==> src/rtl/dmem_arbiter.sv <==
// dmem_arbiter
//   Shares one single-port data memory between two requesters (master 0 is
//   the core data port, master 1 a loader/DMA engine). Ownership is held in
//   a register. Acquiring the memory from idle costs one cycle. Hand-over
//   between masters costs no cycle when the owner runs out of burst budget.
//   Fairness is round-robin, and one owner gets at most MAX_BURST beats while
//   the other master waits.
//
// Ports
//   clk                     clock, rising edge
//   rst                     synchronous reset, active low
//   m{0,1}_req              access request, held stable until ack
//   m{0,1}_we               1 = write, 0 = read
//   m{0,1}_addr / _wdata    access address / write data
//   m{0,1}_rdata            read data, valid with ack on a read
//   m{0,1}_ack              access performed this cycle
//   mem_ce / mem_we         memory chip enable / write enable
//   mem_addr / mem_wdata    memory address / write data
//   mem_rdata               memory read data, combinational from mem_addr
//
// state | meaning
// ------+---------------------------------------------
// IDLE  | nobody owns the memory; arbitrate this cycle
// OWN0  | master 0 owns; its request is serviced
// OWN1  | master 1 owns; its request is serviced
module dmem_arbiter #(
  parameter int ADDR_W    = 32,
  parameter int DATA_W    = 32,
  parameter int MAX_BURST = 4
) (
  input  logic              clk,
  input  logic              rst,
  input  logic              m0_req,
  input  logic              m0_we,
  input  logic [ADDR_W-1:0] m0_addr,
  input  logic [DATA_W-1:0] m0_wdata,
  output logic [DATA_W-1:0] m0_rdata,
  output logic              m0_ack,
  input  logic              m1_req,
  input  logic              m1_we,
  input  logic [ADDR_W-1:0] m1_addr,
  input  logic [DATA_W-1:0] m1_wdata,
  output logic [DATA_W-1:0] m1_rdata,
  output logic              m1_ack,
  output logic              mem_ce,
  output logic              mem_we,
  output logic [ADDR_W-1:0] mem_addr,
  output logic [DATA_W-1:0] mem_wdata,
  input  logic [DATA_W-1:0] mem_rdata
);

  localparam int BW = (MAX_BURST > 1) ? $clog2(MAX_BURST) : 1;
  localparam logic [BW-1:0] LAST_BEAT = BW'(MAX_BURST - 1);

  typedef enum logic [1:0] {
    IDLE = 2'b00,
    OWN0 = 2'b01,
    OWN1 = 2'b10
  } state_t;

  state_t          r_state;
  state_t          w_state_nxt;
  logic            r_last;
  logic            w_last_nxt;
  logic [BW-1:0]   r_beat;
  logic [BW-1:0]   w_beat_nxt;
  logic            w_grant0;
  logic            w_grant1;
  logic            w_ack0;
  logic            w_ack1;
  logic [BW-1:0]   w_beat_inc;

  // Beat counter saturates so a lone owner can stream indefinitely; the
  // budget check only matters while the other master is waiting.
  assign w_beat_inc = (r_beat == LAST_BEAT) ? r_beat : r_beat + BW'(1);

  always_ff @(posedge clk) begin
    if (!rst) begin
      r_state <= IDLE;
      r_last  <= 1'b1;
      r_beat  <= '0;
    end else begin
      r_state <= w_state_nxt;
      r_last  <= w_last_nxt;
      r_beat  <= w_beat_nxt;
    end
  end

  always_comb begin
    w_state_nxt = IDLE;
    w_last_nxt  = r_last;
    w_beat_nxt  = '0;
    w_grant0    = 1'b0;
    w_grant1    = 1'b0;
    case (r_state)
      IDLE: begin
        if (m0_req && m1_req) begin
          w_state_nxt = r_last ? OWN0 : OWN1;
        end else if (m0_req) begin
          w_state_nxt = OWN0;
        end else if (m1_req) begin
          w_state_nxt = OWN1;
        end else begin
          w_state_nxt = IDLE;
        end
      end
      OWN0: begin
        if (m0_req) begin
          w_grant0   = 1'b1;
          w_last_nxt = 1'b0;
          if ((r_beat == LAST_BEAT) && m1_req) begin
            w_state_nxt = OWN1;
          end else begin
            w_state_nxt = OWN0;
            w_beat_nxt  = w_beat_inc;
          end
        end else begin
          w_state_nxt = m1_req ? OWN1 : IDLE;
        end
      end
      OWN1: begin
        if (m1_req) begin
          w_grant1   = 1'b1;
          w_last_nxt = 1'b1;
          if ((r_beat == LAST_BEAT) && m0_req) begin
            w_state_nxt = OWN0;
          end else begin
            w_state_nxt = OWN1;
            w_beat_nxt  = w_beat_inc;
          end
        end else begin
          w_state_nxt = m0_req ? OWN0 : IDLE;
        end
      end
      default: begin
        w_state_nxt = IDLE;
      end
    endcase
  end

  // Reset must block the access in its own cycle, so the enables are gated
  // combinationally rather than waiting for the state register to clear.
  assign w_ack0 = w_grant0 & rst;
  assign w_ack1 = w_grant1 & rst;

  assign m0_ack    = w_ack0;
  assign m1_ack    = w_ack1;
  assign mem_ce    = w_ack0 | w_ack1;
  assign mem_we    = (w_ack0 & m0_we) | (w_ack1 & m1_we);
  assign mem_addr  = w_grant0 ? m0_addr  : (w_grant1 ? m1_addr  : '0);
  assign mem_wdata = w_grant0 ? m0_wdata : (w_grant1 ? m1_wdata : '0);
  assign m0_rdata  = w_ack0 ? mem_rdata : '0;
  assign m1_rdata  = w_ack1 ? mem_rdata : '0;

endmodule

==> config.mk <==
export PLATFORM = sky130hd
export DESIGN_NAME = dmem_arbiter
export DESIGN_NICKNAME = d
export VERILOG_FILES = /design/src/rtl/dmem_arbiter.sv
export SDC_FILE = /design/constraint.sdc
export NUM_CORES = 1
export LEC_CHECK = 0
export BUFFER_PORTS_ARGS = -buffer_cell sky130_fd_sc_hd__buf_2
export CAP_MARGIN = 20
export CORE_AREA = 2 2 115 117
export DETAILED_ROUTE_END_ITERATION = 7
export DIE_AREA = 0 0 117 119
export SYNTH_ARGS = -nofsm -noshare
export SYNTH_HDL_FRONTEND = slang
export SYNTH_SLANG_ARGS = --single-unit
==> constraint.sdc <==
create_clock -name clk -period 4.6 [get_ports clk]
set_input_delay 0.92 -clock clk [delete_from_list [all_inputs] [get_ports clk]]
set_output_delay 0.92 -clock clk [all_outputs]
set_load 0.02 [all_outputs]
Word-level counts from Yosys, hierarchy flattened
Index checks and enable logic that the tools add are counted.

word-level totals
  bits in registers = 5
  output and inout bits = 132

cells by class
  add/subtract/negate cells = 1
  equal/unequal tests = 5
  multiplexer cells = 29
  bitwise logic cells = 6
  reductions and logical operators = 6

operators with widths
  operator                                              count
  2-to-1 mux 32 bit                                     6
  2-to-1 mux 2 bit                                      13
  2-to-1 mux 1 bit                                      7
  one-hot mux 2 bit (3 select lines)                    1
  AND 1 bit                                             4
  equality test 2 bit (second input constant)           2
  != test 2 bit (second input constant)                 2
  one-hot mux 2 bit (2 select lines)                    1
  logical AND 1 bit                                     3
  AND reduction 3 bit                                   1
  adder 2 x 1 -> 2 bit (second input constant)          1
  equality test 2 x 1 -> 1 bit (second input constant)  1
  logical NOT 2 bit                                     1
  OR 1 bit                                              2
  one-hot mux 1 bit (2 select lines)                    1
  nonzero test 2 bit                                    1

Logic depth before layout (Yosys ltp)
Gate-level depths: netlist (run 1).

  word-level depth = 5
  depth in mapped cells = 7
  gate-level depth less buffers = 5

Worst setup path before layout (run 1)
No wires, ideal clock.

  path kind = input to output
  start = in m0_req
  end = out mem_addr[24]
  data arrival time = 1.840 ns
  path slack = 1.840 ns
  stages on the path = 6
  buffers on the path = 4
  cells stage by stage = buf_6 and2_4 buf_6 buf_6 buf_6 a22o_1

on the way
  cells in the longest elaborated chain, start to end = 3

ends and longest elaborated chain
  element             RTL line  source
  start: declaration  33        input logic m0_req,
  2-to-1 mux 1 bit    108       if (m0_req) begin
  2-to-1 mux 1 bit    95        case (r_state)
  2-to-1 mux 32 bit   150       assign mem_addr = w_grant0 ? m0_addr : (w_grant1 ? m1_addr : '0);
  end: declaration    47        output logic [ADDR_W-1:0] mem_addr,

No other way between the ends.

Final worst setup path (run 1)
  start = in m0_req
  end = out mem_wdata[20]

on the way
  cells in the longest elaborated chain, start to end = 3

ends and longest elaborated chain
  element            RTL line  source
  2-to-1 mux 1 bit   108
  2-to-1 mux 1 bit   95
  2-to-1 mux 32 bit  151       assign mem_wdata = w_grant0 ? m0_wdata : (w_grant1 ? m1_wdata : '0);
  end: declaration   48        output logic [DATA_W-1:0] mem_wdata,

No other way between the ends.

==> results of run 1 <==
==> cells in the final DEF, fill, tap and decap left out, drive strengths merged <==
master   count
o221ai       1
a22o        65
and4         1
clkbuf       3
dfxtp        5
o21ai        1
and3        32
nor2b        1
o211ai       3
a21oi        4
a311oi       1
nand2        4
ha           4
mux2i        1
and2        34
nor2         3
nor3         1
clkinv       1
a2111oi      1
a21o         3
inv          4
nand2b       3
buf        302
==> layout make-up <==
| type | count | area share (%) |
|---|---|---|
| clock buffers | 3 | 2.366 |
| clock inverters | 1 | 0.1577 |
| inverters | 4 | 0.4732 |
| multi-input cells | 163 | 38.88 |
| flip-flops and latches | 5 | 3.155 |
| well taps | 176 | 6.940 |
| repair buffers | 302 | 48.03 |
==> stage by stage <==
step / hold slack, ns / std cells / util [%] / power [µW]
floorplan: 0.5247 / 196 / - / 197.4
global placement: 0.5504 / 650 / 24.02 / 334.3
detailed placement: 0.5718 / 650 / 24.02 / 330.0
CTS: 0.6093 / 654 / 24.65 / 476.2
global route: 0.6218 / 654 / 24.65 / 499.8
finish: 0.6172 / 654 / 24.65 / 475.4
==> cells by family after synthesis <==
| kind of cell | synth area share [%] |
|---|---|
| and+or+nand+nor | 33.00 |
| AOI/OAI and AO/OA | 44.20 |
| muxes | 0.6585 |
| DFF | 6.585 |
| buffers and inverters | 12.26 |
| adders and majority gates | 3.292 |
==> sequential cells by signal, indices dropped and copies added, names as in the netlist <==
name     count
r_last       1
r_state      2
r_beat       2
==> worst paths after layout <==
kind	startpoint	endpoint	slack, ns	cells after the start
min reg2reg	r_last	r_last	0.62	2
max	m0_req	mem_wdata[20]	1.25	6
min	r_last	r_last	0.62	2
max reg2reg	r_state[1]	r_state[1]	3.04	5
==> worst min-delay path: cells and delay by family, from the launching register on <==
family / cells / cell delay (ns)
flip-flops: 1 / 0.33
AO/OA/AOI/OAI: 2 / 0.23
==> routing by layer <==
| metal | track usage [%] | vias to the layer above | wire length [µm] |
|---|---|---|---|
| li1 | - | 1314 | - |
| met5 | 0 | - | 0 |
| met2 | 21.10 | 186 | 4676 |
| met1 | 18.70 | 1202 | 4803 |
| met4 | 0.6618 | 0 | 61 |
| met3 | 5.751 | 6 | 1506 |
==> power by group <==
part | internal, µW | switching, µW
Combinational | 120 | 163
Clock | 114 | 29.1
Sequential | 46.7 | 2.69
Total | 280 | 195
==> flow_summary.rst, run 1 <==
.. list-table::
   :header-rows: 1

   * - Metric
     - Value
   * - Run status
     - finished, final reports clean
   * - Number of vias per cell after detailed routing
     - 4.141
   * - Layout fillers
     - 1463
   * - Total Die Area
     - 13920 µm²
   * - Slew at the pin with the worst max-slew slack
     - 0.5210 ns
   * - Data required time of the critical path
     - 3.68 ns
   * - Number of instances in the synthesized netlist
     - 196
   * - Remaining number of nets flagged by the antenna check after routing
     - 0
   * - Global placement routability congestion
     - 0.8543
   * - Final number of setup-violating endpoints
     - 0
   * - Fraction of layout instances using a drive strength above 1
     - 65.27%
   * - Category of cells accounting for the largest share of critical-path delay
     - simple AND/OR/NAND/NOR gates
   * - Cell with the most instances after synthesis
     - sky130_fd_sc_hd__a22o_1
   * - Grt ovf
     - 0
   * - Peak ir drop on the vdd network
     - 0.1230 mV
   * - Die height
     - 119 µm
   * - Setup Fix Bufs, Post-CTS
     - 0
   * - Startpoint type of the worst setup path
     - input port
   * - Rows
     - 42
   * - Post-layout min period
     - 3.347 ns
   * - Master cell of the clock root buffer
     - sky130_fd_sc_hd__clkbuf_16
   * - Post-placement setup slack
     - 1.261 ns
   * - Number of clock sinks
     - 5
   * - Width of the die
     - 117 µm
   * - DR pass1 iterations
     - 5
   * - Total routing usage reported by global routing
     - 13.68%
   * - Syn Std Cell Area
     - 1520 µm²
   * - Number of global-route vias before repair
     - 2504
   * - Number of distinct library cells after synthesis
     - 30
   * - Post-layout instance area
     - 3173 µm²
   * - Maximum buffer depth of the clock tree
     - 2
   * - Ranking of synthesized cells by area
     - sky130_fd_sc_hd__a22o_1 37%, sky130_fd_sc_hd__and2_1 14%, sky130_fd_sc_hd__and3_1 13%
   * - Area added between synthesis and finish
     - 108.7%
   * - Total number of yosys warnings
     - 0
   * - Wirelength per Cell
     - 16.89 µm
   * - Post-synthesis area per instance
     - 7.756 µm²
   * - Antenna diodes
     - 0
   * - Predominant post-synthesis flop cell
     - sky130_fd_sc_hd__dfxtp_1
   * - Global-route wire length before repair
     - 14410 µm
   * - Cell leakage power
     - 0.002091 µW
   * - Final setup TNS
     - 0 ns
   * - DRC marker count from the first detailed-route iteration
     - 209
   * - Resize count post-CTS
     - 0
   * - TritonCTS clock tree
     - built
   * - Worst stage delay on the critical path
     - 0.42 ns
   * - Slew Limit Headroom
     - 65.27%
   * - Antenna violations before repair
     - 0
   * - Post-placement cell area
     - 3093 µm²
   * - Sequential share of the synthesized area
     - 6.584%
   * - Most used cell along the critical path
     - sky130_fd_sc_hd__buf_2
   * - Ports
     - 298
   * - Hold bufs inserted after CTS
     - 0
   * - Number of H-tree levels
     - 1
   * - Type of destination of the critical path
     - primary output
   * - Worst-path fanout max
     - 38
   * - Input/output buffers
     - 297
   * - Pwr dens
     - 149.8 nW/µm²
   * - Buffering stage count on the worst path with inverters included
     - 3
   * - Total CTS buffers
     - 3
   * - Clock tree skew after final layout
     - 0.001677 ns
   * - Min-delay worst type
     - reg -> reg
   * - Detailed placer's ending HPWL
     - 9370 µm
   * - Upper clock frequency limit
     - 298.8 MHz
   * - Chain of cells forming the critical path
     - buf_2 -> and2_4 -> nor2_8 -> buf_4 -> a22o_1 -> buf_2
   * - Fin crit share
     - 72.76%
   * - Standard cell with the maximum stage delay on the critical path
     - sky130_fd_sc_hd__nor2_8
   * - Proportion of netlist area held by the largest area contributor
     - 37.45%
   * - Arrival time at the worst endpoint
     - 2.43 ns
   * - Proportion of synthesized flip-flops having asynchronous set or reset
     - 0%
   * - Clk_lat worst skew
     - 0.23 ns
   * - Routed vias
     - 2708
   * - Clk pin slew, worst setup/hold paths
     - 0.03 ns
   * - Final Hold Violating Endpoints
     - 0
   * - Aggregate routed wire length
     - 11050 µm
   * - Reported max-cap violation count
     - 0
   * - Top cell type by total area after synthesis
     - sky130_fd_sc_hd__a22o_1
   * - Count of final max-slew check failures
     - 0
   * - RSZ-0062 raised after global routing
     - no
   * - Most frequent cells after synthesis
     - 65 x sky130_fd_sc_hd__a22o_1, 33 x sky130_fd_sc_hd__and2_1, 32 x sky130_fd_sc_hd__and3_1
   * - Area occupied by registers
     - 100.1 µm²
   * - Final worst setup slack
     - 1.253 ns
   * - DRC errors left
     - 0
   * - Category of the most critical setup path
     - in -> out
   * - Number of synthesized flops with an enable pin
     - 0
   * - Net total in the final layout
     - 649
   * - Core outline area
     - 12870 µm²
   * - Effective utilization at floorplan
     - 11.81%
   * - FF+latch count, synth
     - 5
   * - Maximum number of pins on one net before global-route repair
     - 42
   * - Area of combinational cells with multiple inputs
     - 1234 µm²
   * - Synthesized Nets
     - 366
Power figures use the tool's default switching activity.
==> run 2, diff against run 1 <==
- ABC_AREA: unset -> 1
- CORE_AREA: 2 2 115 117 -> 2 2 117 119
- DIE_AREA: 0 0 117 119 -> 0 0 119 121
- clock period: 4.6 -> 3 ns (I/O delays scaled with it)
==> run 2 against run 1 <==
Net effect: combinational power rose by 59%; largest cell class unchanged; sequential cell count did not move; highest routed layer unchanged; die area rose by 3.4%; critical endpoint is now mem_wdata[0].
==> flow_summary.rst, run 2 <==
.. list-table::
   :header-rows: 1

   * - Metric
     - Value
   * - Run status
     - finished, final reports clean
   * - Min-delay worst type
     - reg -> reg
   * - Type of destination of the critical path
     - primary output
   * - Aggregate routed wire length
     - 9204 µm (-17%)
   * - Area added between synthesis and finish
     - 101.0%
   * - Maximum buffer depth of the clock tree
     - 2 (unchanged)
   * - Routed vias
     - 3260 (+20%)
   * - Upper clock frequency limit
     - 390.8 MHz
   * - Clk pin slew, worst setup/hold paths
     - 0.03 ns (about the same)
   * - Met2 layer usage reported by global route
     - 21.41% (+0.31 points)
   * - FF+latch count, synth
     - 5 (unchanged)
   * - Slew Limit Headroom
     - 56.60% (-8.7 points)
   * - Total CTS buffers
     - 3 (unchanged)
   * - R2r startpoint
     - r_state[1]
   * - Setup Fix Bufs, Post-CTS
     - 0 (unchanged)
   * - Final Hold Violating Endpoints
     - 0 (unchanged)
   * - DRC marker count from the first detailed-route iteration
     - 190 (-9.1%)
   * - Clk_lat worst skew
     - 0.23 ns (about the same)
   * - Regs by FF count
     - r_beat (2), r_state (2), r_last (1)
   * - Top cell type by total area after synthesis
     - sky130_fd_sc_hd__nand2_1
   * - Worst stage delay on the critical path
     - 0.53 ns (+0.11 ns)
   * - Total Die Area
     - 14400 µm² (+3.4%)
   * - Reported max-cap violation count
     - 0 (unchanged)
   * - Met1 global-route usage
     - 13.49% (-5.2 points)
   * - Wirelength per Cell
     - 11.02 µm (-35%)
   * - Peak ir drop on the vdd network
     - 0.09626 mV (-22%)
   * - Syn Std Cell Area
     - 1677 µm² (+10%)
   * - Synthesized Nets
     - 547 (+49%)
   * - Clock tree skew after final layout
     - 0.0005359 ns (-0.001141 ns)
   * - Placed Cells
     - 831 (+28%)
   * - Total routing usage reported by global routing
     - 11.38% (-2.3 points)
   * - Worst-path fanout max
     - 65 (+71%)
   * - Category of the most critical setup path
     - reg -> out
   * - Number of instances in the synthesized netlist
     - 377 (+92%)
   * - Ranking of synthesized cells by area
     - sky130_fd_sc_hd__nand2_1 34%, sky130_fd_sc_hd__nand3_1 21%, sky130_fd_sc_hd__nor2_1 16%
   * - Startpoint type of the worst setup path
     - flip-flop
   * - Pwr dens
     - 220.3 nW/µm² (+47%)
   * - Number of distinct library cells after synthesis
     - 14 (-53%)
   * - Standard cell with the maximum stage delay on the critical path
     - sky130_fd_sc_hd__buf_4
   * - Fraction of layout instances using a drive strength above 1
     - 47.34% (-18 points)
   * - Slew at the pin with the worst max-slew slack
     - 0.6511 ns (+0.1301 ns)
   * - Maximum number of pins on one net before global-route repair
     - 66 (+57%)
   * - RSZ-0062 raised after global routing
     - no
   * - Most frequent cells after synthesis
     - 150 x sky130_fd_sc_hd__nand2_1, 72 x sky130_fd_sc_hd__nor2_1, 69 x sky130_fd_sc_hd__nand3_1
   * - Global-route track usage on met3
     - 1.786% (-4.0 points)
   * - Rows
     - 42 (unchanged)
   * - DRC errors left
     - 0 (unchanged)
   * - Global route hottest layer
     - met2
   * - Ports
     - 298 (unchanged)
   * - Die height
     - 121 µm (+1.7%)
   * - Hold_sp
     - r_last
   * - Number of cells in the finished layout apart from fillers
     - 835 (+28%)
   * - Input/output buffers
     - 297 (unchanged)
   * - Global-route wire length before repair
     - 13510 µm (-6.2%)
   * - Grt ovf
     - 0 (unchanged)
   * - Number of H-tree levels
     - 1 (unchanged)
   * - Cell leakage power
     - 0.002520 µW (+21%)
   * - Data required time of the critical path
     - 2.40 ns (-1.28 ns)
   * - Width of the die
     - 119 µm (+1.7%)
   * - Core outline area
     - 13090 µm² (+1.6%)
   * - Commonest cells after routing, fill and taps aside
     - 297 x sky130_fd_sc_hd__buf_2, 149 x sky130_fd_sc_hd__nand2_1, 72 x sky130_fd_sc_hd__nor2_1, 69 x sky130_fd_sc_hd__nand3_1, 44 x sky130_fd_sc_hd__inv_1
   * - Antenna violations before repair
     - 0 (unchanged)
   * - Remaining number of nets flagged by the antenna check after routing
     - 0 (unchanged)
   * - Final setup TNS
     - 0 ns (unchanged)
   * - Proportion of synthesized flip-flops having asynchronous set or reset
     - 0% (unchanged)
   * - TritonCTS clock tree
     - built
   * - Global placement routability congestion
     - 0.7827 (-8.4%)
   * - Net total in the final layout
     - 830 (+28%)
   * - Chain of cells forming the critical path
     - inv_1 -> ha_1 -> nand2_2 -> buf_4 -> nand3_1 -> nand2_1 -> buf_2
   * - Hold bufs inserted after CTS
     - 0 (unchanged)
   * - Resize count post-CTS
     - 0 (unchanged)
   * - Sequential share of the synthesized area
     - 5.970% (-0.61 points)
   * - Number of synthesized flops with an enable pin
     - 0 (unchanged)
   * - Fin crit share
     - 85.30%
   * - Most common cell after layout, fill and taps aside
     - sky130_fd_sc_hd__buf_2
   * - Final number of setup-violating endpoints
     - 0 (unchanged)
   * - Predominant post-synthesis flop cell
     - sky130_fd_sc_hd__dfxtp_1
   * - Category of cells accounting for the largest share of critical-path delay
     - buffers and inverters
   * - Total number of yosys warnings
     - 0 (unchanged)
   * - Post-layout min period
     - 2.559 ns
   * - Effective utilization at floorplan
     - 12.81% (+1.0 points)
   * - Arrival time at the worst endpoint
     - 1.96 ns (-0.47 ns)
   * - Number of vias per cell after detailed routing
     - 3.904 (-5.7%)
   * - Post-synthesis area per instance
     - 4.447 µm² (-43%)
   * - DR pass1 iterations
     - 4 (-1)
   * - Proportion of netlist area held by the largest area contributor
     - 33.58% (-3.9 points)
   * - Antenna diodes
     - 0 (unchanged)
   * - Number of global-route vias before repair
     - 2825 (+13%)
   * - Detailed placer's ending HPWL
     - 7719 µm (-18%)
   * - Count of final max-slew check failures
     - 0 (unchanged)
   * - Master cell of the clock root buffer
     - sky130_fd_sc_hd__clkbuf_16
   * - Cell with the most instances after synthesis
     - sky130_fd_sc_hd__nand2_1
   * - Crit path from
     - r_state[1]
   * - Buffering stage count on the worst path with inverters included
     - 3 (unchanged)
   * - Number of clock sinks
     - 5 (unchanged)
-- run 2: changes by cell type after synthesis, sizes merged, moves of 3 or more --
cell,before,now
a21o,3,0
a22o,65,0
and2,34,0
and3,32,0
buf,16,25
clkbuf,8,2
inv,4,46
nand2,4,151
nand2b,3,0
nand3,0,69
nor2,3,72
o211ai,3,0
-- run 2: power breakdown --
part	total, µW	internal, µW	switching, µW	leakage [µW]
Clock	218	176	42.4	0.0000382
Combinational	449	171	278	0.00244
Sequential	75.4	71.5	3.86	0.0000409
-- run 2: cells by family after synthesis --
group | Yosys count | share of synthesized area, %
buffers and inverters | 73 | 19.48
AOI/OAI and AO/OA | 3 | 0.8953
and+or+nand+nor | 292 | 70.67
DFF | 5 | 5.970
adders and majority gates | 4 | 2.985
-- run 2: cell type report --
class | count | area (µm²)
flip-flops and latches | 5 | 100.1
repair buffers | 305 | 1546
clock buffers | 4 | 78.83
multi-input cells | 299 | 1252
well taps | 176 | 220.2
fillers | 1514 | 9714
inverters | 46 | 172.7
-- run 2: through the flow --
stage	instance area, µm²	power, µW	hold slack [ns]	utilization (%)	setup slack [ns]
detailed placement	3292	528.1	0.5032	25.16	0.5544
global route	3371	799.5	0.5352	25.76	0.2784
global placement	3292	528.0	0.4958	25.16	0.5390
floorplan	1677	321.8	0.4677	-	1.085
finish	3371	742.6	0.5019	25.76	0.4409
CTS	3371	752.8	0.5056	25.76	0.4118
-- run 2: layer usage --
layer	wire length, µm	vias to the layer above
met5	0	-
met4	52	0
met3	802	2
met2	4509	177
met1	3840	1382
li1	-	1699
-- run 2: path summary, 6_finish.rpt --
kind	to	slack, ns	depth (start not counted)
min reg2reg	r_last	0.50	2
max	mem_wdata[0]	0.44	7
min	r_last	0.50	2
max reg2reg	r_last	1.46	6
-- run 2: worst min-delay path, delay by kind of cell (launching register included) --
family           cells  cell delay [ns]
AO/OA/AOI/OAI        1             0.07
flip-flops           1             0.32
AND/OR/NAND/NOR      1             0.06
